### src/rtl/adpll_pkg.sv
// Shared constants and helpers for the ADPLL loop controller.
package adpll_pkg;

   localparam int unsigned ADPLL_FSEL_W = 4;

   // Encoding is visible on state_o, so the values are fixed.
   typedef enum logic [2:0] {
      StIdle    = 3'd0,
      StStart   = 3'd1,
      StCSettle = 3'd2,
      StCSample = 3'd3,
      StFSettle = 3'd4,
      StFSample = 3'd5,
      StLocked  = 3'd6
   } adpll_state_e;

   // Number of bits needed to hold values 0..value-1.
   function automatic int unsigned clog2(input int unsigned value);
      int unsigned result;
      result = 0;
      while ((32'd1 << result) < value) result++;
      return result;
   endfunction

endpackage

### src/rtl/adpll_window_counter.sv
// PD synchronizer plus settle/sample phase counter and ups accumulator.
module adpll_window_counter import adpll_pkg::*; #(
   parameter int unsigned WINDOW = 64,
   parameter int unsigned SETTLE = 16,
   localparam int unsigned UPS_W = clog2(WINDOW) + 1
) (
   input  logic             fpga_clk_i,
   input  logic             rst_n_i,
   input  logic             clear_i,
   input  logic             run_i,
   input  logic             pd_i,
   output logic             settle_done_o,
   output logic             window_done_o,
   output logic [UPS_W-1:0] ups_o
);

   localparam int unsigned PERIOD = SETTLE + WINDOW;
   localparam int unsigned PH_W   = clog2(PERIOD);

   logic             pd_meta_q, pd_sync_q;
   logic [PH_W-1:0]  phase_q, phase_d;
   logic [UPS_W-1:0] ups_q, ups_d;
   logic             sampling;

   // Two-flop synchronizer for the asynchronous PD output.
   always_ff @(posedge fpga_clk_i or negedge rst_n_i) begin
      if (!rst_n_i) begin
         pd_meta_q <= 1'b0;
         pd_sync_q <= 1'b0;
      end else begin
         pd_meta_q <= pd_i;
         pd_sync_q <= pd_meta_q;
      end
   end

   // Phase walks settle then sample; ups_o already includes the current sample.
   always_comb begin
      sampling      = (phase_q >= PH_W'(SETTLE));
      settle_done_o = run_i && (phase_q == PH_W'(SETTLE - 1));
      window_done_o = run_i && (phase_q == PH_W'(PERIOD - 1));
      ups_o         = ups_q + {{(UPS_W-1){1'b0}}, (sampling && pd_sync_q)};
      phase_d       = phase_q;
      ups_d         = ups_q;
      if (clear_i) begin
         phase_d = '0;
         ups_d   = '0;
      end else if (run_i) begin
         if (window_done_o) begin
            phase_d = '0;
            ups_d   = '0;
         end else begin
            phase_d = phase_q + 1'b1;
            ups_d   = ups_o;
         end
      end
   end

   // Counter state registers.
   always_ff @(posedge fpga_clk_i or negedge rst_n_i) begin
      if (!rst_n_i) begin
         phase_q <= '0;
         ups_q   <= '0;
      end else begin
         phase_q <= phase_d;
         ups_q   <= ups_d;
      end
   end

endmodule

### src/rtl/adpll_loop_ctrl.sv
// ADPLL loop controller: binary-search coarse acquisition, then bang-bang
// fine tracking with lock / loss-of-lock detection.
module adpll_loop_ctrl import adpll_pkg::*; #(
   parameter int unsigned FSEL_W     = ADPLL_FSEL_W,
   parameter int unsigned WINDOW     = 64,
   parameter int unsigned SETTLE     = 16,
   parameter int unsigned DEADBAND   = 4,
   parameter int unsigned LOCK_COUNT = 8,
   parameter int unsigned LOSS_COUNT = 2
) (
   input  logic              fpga_clk_i,
   input  logic              rst_n_i,
   input  logic              enable_i,
   input  logic              restart_i,
   input  logic              pd_i,
   output logic [FSEL_W-1:0] freq_sel_o,
   output logic              ro_enable_o,
   output logic              pd_enable_o,
   output logic              locked_o,
   output logic [2:0]        state_o
);

   localparam int unsigned UPS_W = clog2(WINDOW) + 1;
   localparam int unsigned LCK_W = clog2(LOCK_COUNT + 1);
   localparam int unsigned LOS_W = clog2(LOSS_COUNT + 1);
   localparam logic [UPS_W-1:0]  HalfWin = UPS_W'(WINDOW / 2);
   localparam logic [UPS_W-1:0]  UpThr   = UPS_W'(WINDOW / 2 + DEADBAND);
   localparam logic [UPS_W-1:0]  DnThr   = UPS_W'(WINDOW / 2 - DEADBAND);
   localparam logic [FSEL_W-1:0] FselMax = '1;
   localparam logic [FSEL_W-1:0] FselMsb = {1'b1, {(FSEL_W-1){1'b0}}};

   adpll_state_e      state_q, state_d;
   logic [FSEL_W-1:0] freq_q, freq_d, trial_q, trial_d, freq_fine;
   logic [LCK_W-1:0]  lock_cnt_q, lock_cnt_d;
   logic [LOS_W-1:0]  loss_cnt_q, loss_cnt_d;
   logic              pd_en_q, pd_en_d;
   logic              settle_done, window_done, clear, run;
   logic [UPS_W-1:0]  ups;
   logic              ups_high, ups_low, fine_hold;

   adpll_window_counter #(
      .WINDOW (WINDOW),
      .SETTLE (SETTLE)
   ) u_window (
      .fpga_clk_i    (fpga_clk_i),
      .rst_n_i       (rst_n_i),
      .clear_i       (clear),
      .run_i         (run),
      .pd_i          (pd_i),
      .settle_done_o (settle_done),
      .window_done_o (window_done),
      .ups_o         (ups)
   );

   // Counter restarts whenever the loop (re)starts; it only runs once past START.
   always_comb begin
      clear = (state_d == StIdle) || (state_d == StStart);
      run   = (state_q != StIdle) && (state_q != StStart);
   end

   // Fine-mode decision: saturating step outside the dead band, hold inside it.
   always_comb begin
      ups_high  = ups > UpThr;
      ups_low   = ups < DnThr;
      fine_hold = !ups_high && !ups_low;
      freq_fine = freq_q;
      if (ups_high && (freq_q != FselMax)) freq_fine = freq_q + 1'b1;
      if (ups_low && (freq_q != '0))       freq_fine = freq_q - 1'b1;
   end

   // State register.
   always_ff @(posedge fpga_clk_i or negedge rst_n_i) begin
      if (!rst_n_i) state_q <= StIdle;
      else          state_q <= state_d;
   end

   // Next-state logic; disable beats restart, restart beats everything else.
   always_comb begin
      state_d = state_q;
      unique case (state_q)
         StIdle:    state_d = StStart;
         StStart:   state_d = StCSettle;
         StCSettle: if (settle_done) state_d = StCSample;
         StCSample: if (window_done) state_d = trial_q[0] ? StFSettle : StCSettle;
         StFSettle: if (settle_done) state_d = StFSample;
         StFSample: begin
            if (window_done) begin
               state_d = (fine_hold && (lock_cnt_q == LCK_W'(LOCK_COUNT - 1))) ?
                         StLocked : StFSettle;
            end
         end
         StLocked: begin
            if (window_done && !fine_hold && (loss_cnt_q == LOS_W'(LOSS_COUNT - 1))) begin
               state_d = StFSettle;
            end
         end
         default:   state_d = StIdle;
      endcase
      if (restart_i && (state_q != StIdle)) state_d = StStart;
      if (!enable_i)                        state_d = StIdle;
   end

   // Datapath next-state: freq word, trial bit, lock and loss counters.
   always_comb begin
      freq_d     = freq_q;
      trial_d    = trial_q;
      lock_cnt_d = lock_cnt_q;
      loss_cnt_d = loss_cnt_q;
      pd_en_d    = (state_q != StIdle) && (state_d != StIdle);
      if (state_d == StIdle) begin
         freq_d     = '0;
         trial_d    = '0;
         lock_cnt_d = '0;
         loss_cnt_d = '0;
      end else if (state_d == StStart) begin
         freq_d     = FselMsb;
         trial_d    = FselMsb;
         lock_cnt_d = '0;
         loss_cnt_d = '0;
      end else if (window_done) begin
         case (state_q)
            StCSample: begin
               // Keep or drop the trial bit, then try the next lower one.
               freq_d  = (ups > HalfWin) ? freq_q : (freq_q & ~trial_q);
               freq_d  = freq_d | (trial_q >> 1);
               trial_d = trial_q >> 1;
            end
            StFSample: begin
               freq_d     = freq_fine;
               lock_cnt_d = fine_hold ? (lock_cnt_q + 1'b1) : '0;
               loss_cnt_d = '0;
            end
            StLocked: begin
               freq_d     = freq_fine;
               loss_cnt_d = fine_hold ? '0 : (loss_cnt_q + 1'b1);
               if (state_d == StFSettle) begin
                  lock_cnt_d = '0;
                  loss_cnt_d = '0;
               end
            end
            default: ;
         endcase
      end
   end

   // Datapath registers.
   always_ff @(posedge fpga_clk_i or negedge rst_n_i) begin
      if (!rst_n_i) begin
         freq_q     <= '0;
         trial_q    <= '0;
         lock_cnt_q <= '0;
         loss_cnt_q <= '0;
         pd_en_q    <= 1'b0;
      end else begin
         freq_q     <= freq_d;
         trial_q    <= trial_d;
         lock_cnt_q <= lock_cnt_d;
         loss_cnt_q <= loss_cnt_d;
         pd_en_q    <= pd_en_d;
      end
   end

   // Outputs decoded from state; pd enable lags oscillator enable by one cycle.
   always_comb begin
      freq_sel_o  = freq_q;
      ro_enable_o = (state_q != StIdle);
      pd_enable_o = pd_en_q;
      locked_o    = (state_q == StLocked);
      state_o     = state_q;
   end

endmodule

### config.mk
export PLATFORM = sky130hd
export DESIGN_NAME = adpll_loop_ctrl
export DESIGN_NICKNAME = d
export VERILOG_FILES = /design/src/rtl/adpll_pkg.sv /design/src/rtl/adpll_window_counter.sv /design/src/rtl/adpll_loop_ctrl.sv
export SDC_FILE = /design/constraint.sdc
export NUM_CORES = 1
export LEC_CHECK = 0
export CORE_MARGIN = 4
export CORE_UTILIZATION = 53
export CTS_CLUSTER_DIAMETER = 100
export CTS_CLUSTER_SIZE = 20
export DETAILED_ROUTE_END_ITERATION = 10
export PLACE_DENSITY = 0.77
export SLEW_MARGIN = 20
export SYNTH_ARGS = -nofsm -noshare
export SYNTH_HDL_FRONTEND = slang
export SYNTH_SLANG_ARGS = --single-unit
### constraint.sdc
create_clock -name fpga_clk_i -period 3.07 [get_ports fpga_clk_i]
set_input_delay 0.614 -clock fpga_clk_i [delete_from_list [all_inputs] [get_ports fpga_clk_i]]
set_output_delay 0.614 -clock fpga_clk_i [all_outputs]
set_load 0.005 [all_outputs]
==> flow_summary.toml <==
[run_status]
outcome = "finished, final reports clean"

[logic_synthesis]
syn_nets = 283
ys_warn_count = 0
netlist_area_um2 = 2280
syn-instance-count = 269
post-synth-top-count-cell = "dfrtp_1"
synth-compound-area-share_pct = 20.2
synth.distinct_cells = 57
synthTopCellsByArea = "dfrtp_1 (37%), a21oi_1 (5.7%), nand2_1 (5.1%), ha_1 (4.4%), nor2_1 (3.6%)"
synth.avg_cell_area_um2 = 8.48
synth_top_area_share_pct = 37.3
synth_flop_cell = "dfrtp_1"
synth_fa_ha_area_share_pct = 5.26
yosys-top-cells-count = "dfrtp_1 (34), nand2_1 (31), a21oi_1 (26)"
synth_top_family_by_area = "simple AND/OR/NAND/NOR gates"
yosysSeqAreaShare_pct = 37.3
async_flop_share_pct = 100
synthMuxAreaShare_pct = 2.41
ys_seq_elements = 34
synthXorXnorAreaFrac_pct = 4.66
synth_simple_gate_area_share_pct = 24.3
synth_area_leader_cell = "dfrtp_1"
synth_edf_count = 0

[timing]
max_slew_margin_pct = 55.7
final.setup.tns_ps = 0
clock_skew_ps = 6.46
hold_viol = 0
rsz0062_at_grt = "yes"
timing.final.crit_share_pct = 97.1
drv_slew = 0
timing.final.ws_setup_ps = 89.0
holdWs_ps = 350
fmax_mhz = 335
setup_viol = 0
worst_pin_slew_ps = 662
period_minus_slack_ps = 2980

[global_routing]
grt_pass1_wl_um = 9010
grt_pass1_vias = 1957
grt_max_degree = 22
grt_usage_pct = 21.5
grt-ovfl-total = 0
grtUsageMet1_pct = 28.8
top_usage_layer = "met2"
met2_usage_pct = 34.0
antenna_found_initial = 0
use_met3_pct = 4.92

[floorplan]
die_x_um = 73.6
die_area_um2 = 5420
core-area_um2 = 4090
ios = 15
rows = 23
start_util_pct = 55.8
die_h_um = 73.6

[placement]
dp_slack_ps = 17.2
numPlacedInstances = 326
dpl.hpwl_um = 3710
numPortBuffers = 14
post_dp_cell_area_um2 = 2510
place_congestion = 0.910

[layout]
syn2layout_area_growth_pct = 16.2
antennaDiodeCount = 0
fin_cells = 337
post-route-util_pct = 64.9
layout-drive-gt1-share_pct = 14.6
fin_area_um2 = 2650
final_nets = 300

[critical_path]
r2r_cells = 14
end_kind = "flop"
cp_data_required_time_ps = 3290
slowest_stage = "dfrtp_1"
cp.arrival_ps = 3200
max_stage_delay_ps = 380
worst-path-stages = 14
critPathMaxFanout = 7
critical_path.top_delay_family = "compound AO/OA/AOI/OAI gates"
timing.critical_path.buf_inv = 0
start_kind = "flop"
path_cells = "o31a_1 > ha_4 > ha_4 > nor2b_1 > a21oi_1 > o221a_2 > nor2b_4 > ha_1 > a21o_1 > a21oi_2 > xor2_1 > o21ai_1 > o31a_1 > o21ai_1"
critPathKind = "flop to flop"

[power]
vdd.ir_drop.worst_uv = 287
seq_power_share_pct = 51.0
switching_share_pct = 25.9
p_per_area_nw_per_um2 = 347
internal_power_mw = 0.682
design_power_total_mw = 0.920
power_switching_mw = 0.238
clockPowerShare_pct = 37.5
comb_power_share_pct = 11.5
leakage_nw = 1.08

[route]
routed_wl_um = 5140
dr.pass1.iters = 4
vias = 2019
routed_via_density = 5.99
first_iter_violations = 210
drc = 0
ant_nets = 0
wl_per_cell_um = 15.3

[clock_network]
cts_buffers = 5
cts_hold_buf = 0
clk_pin_slew_ps = 70
tritoncts = "done"
cts_buffer_depth = 2
cts_root_buf = "clkbuf_8"
cts.sink_count = 34
clock_latency_ps = 280
cts_htree_levels = 2

[hold_path]
hold_path_depth = 0
hold_path_class = "flop to flop"

[flow_run]
drv_cap = 0
[layout by cell type, fill, tap and decap left out, types with 3 or more instances in the layout]
| cell type | Yosys | layout |
|---|---|---|
| clkbuf_8 | 0 | 6 |
| and3_1 | 5 | 5 |
| o21ai_1 | 3 | 5 |
| o21a_1 | 3 | 3 |
| or2_2 | 3 | 3 |
| ha_1 | 8 | 6 |
| a22oi_1 | 3 | 3 |
| clkdlybuf4s50_1 | 0 | 14 |
| nand4_1 | 5 | 5 |
| buf_4 | 3 | 10 |
| a21oi_1 | 26 | 25 |
| xnor2_1 | 5 | 4 |
| nor2b_1 | 5 | 4 |
| nor2_1 | 22 | 22 |
| and2_1 | 3 | 3 |
| mux2i_1 | 3 | 3 |
| o21ai_0 | 14 | 12 |
| nand2_1 | 31 | 31 |
| o211ai_1 | 3 | 3 |
| dfrtp_1 | 34 | 34 |
| o2111ai_1 | 3 | 3 |
| nor3_1 | 5 | 5 |
| xor2_1 | 4 | 3 |
| nand3_1 | 16 | 16 |
| inv_1 | 14 | 13 |
[metal layers]
metal	share of wire [%]	vias up	wire length (um)
li1	-	988	-
met1	47	978	2430
met2	47	46	2400
met3	4.7	7	242
met4	1.4	0	72
met5	0	-	0
[final cells by class]
type,instances,area (um2)
fill,367,1440
multi-input combinational,206,1360
sequential,34,851
timing repair buffer,25,235
clock buffer,7,86.3
tap,50,62.6
inverter,14,52.6
clock inverter,1,5.00
[worst paths after layout]
kind,start,end,slack (ps)
worst max-delay path,u_window.phase_q[5],freq_sel_o[3],90
worst min-delay path,u_window.pd_meta_q,u_window.pd_sync_q,350
worst max register to register,u_window.phase_q[5],freq_sel_o[3],90
worst min register to register,u_window.pd_meta_q,u_window.pd_sync_q,350
max in group asynchronous,rst_n_i,lock_cnt_q[0],1790
min in group asynchronous,rst_n_i,u_window.phase_q[2],730
[power by group through the flow]
stage | clock, mW | combinational, mW | sequential [mW]
6_report | 0.345 | 0.106 | 0.469
5_1_grt | 0.381 | 0.119 | 0.471
4_1_cts | 0.356 | 0.107 | 0.469
3_5_place_dp | 0 | 0.105 | 0.478
3_3_place_gp | 0 | 0.104 | 0.478
2_1_floorplan | 0 | 0.0627 | 0.472
[what timing repair did]
item	in CTS	in global routing
pin swaps	1	3
buffers inserted	0	3
resized for setup	0	3
endpoints found under the setup margin	1	2
[cells by family after synthesis]
group / Yosys count
fa+ha+maj: 9
compound gates: 72
xor+xnor: 10
flops: 34
buf+inv: 29
mux: 5
simple gates: 110
[flip-flops by register name, indices dropped and copies added, names as in the netlist]
register            cells
lock_cnt_q              4
u_window.phase_q        7
state_o                 3
trial_q                 4
loss_cnt_q              2
freq_sel_o              4
u_window.ups_q          7
u_window.pd_meta_q      1
u_window.pd_sync_q      1
pd_enable_o             1
No activity file was read; power rests on OpenSTA's default activity.
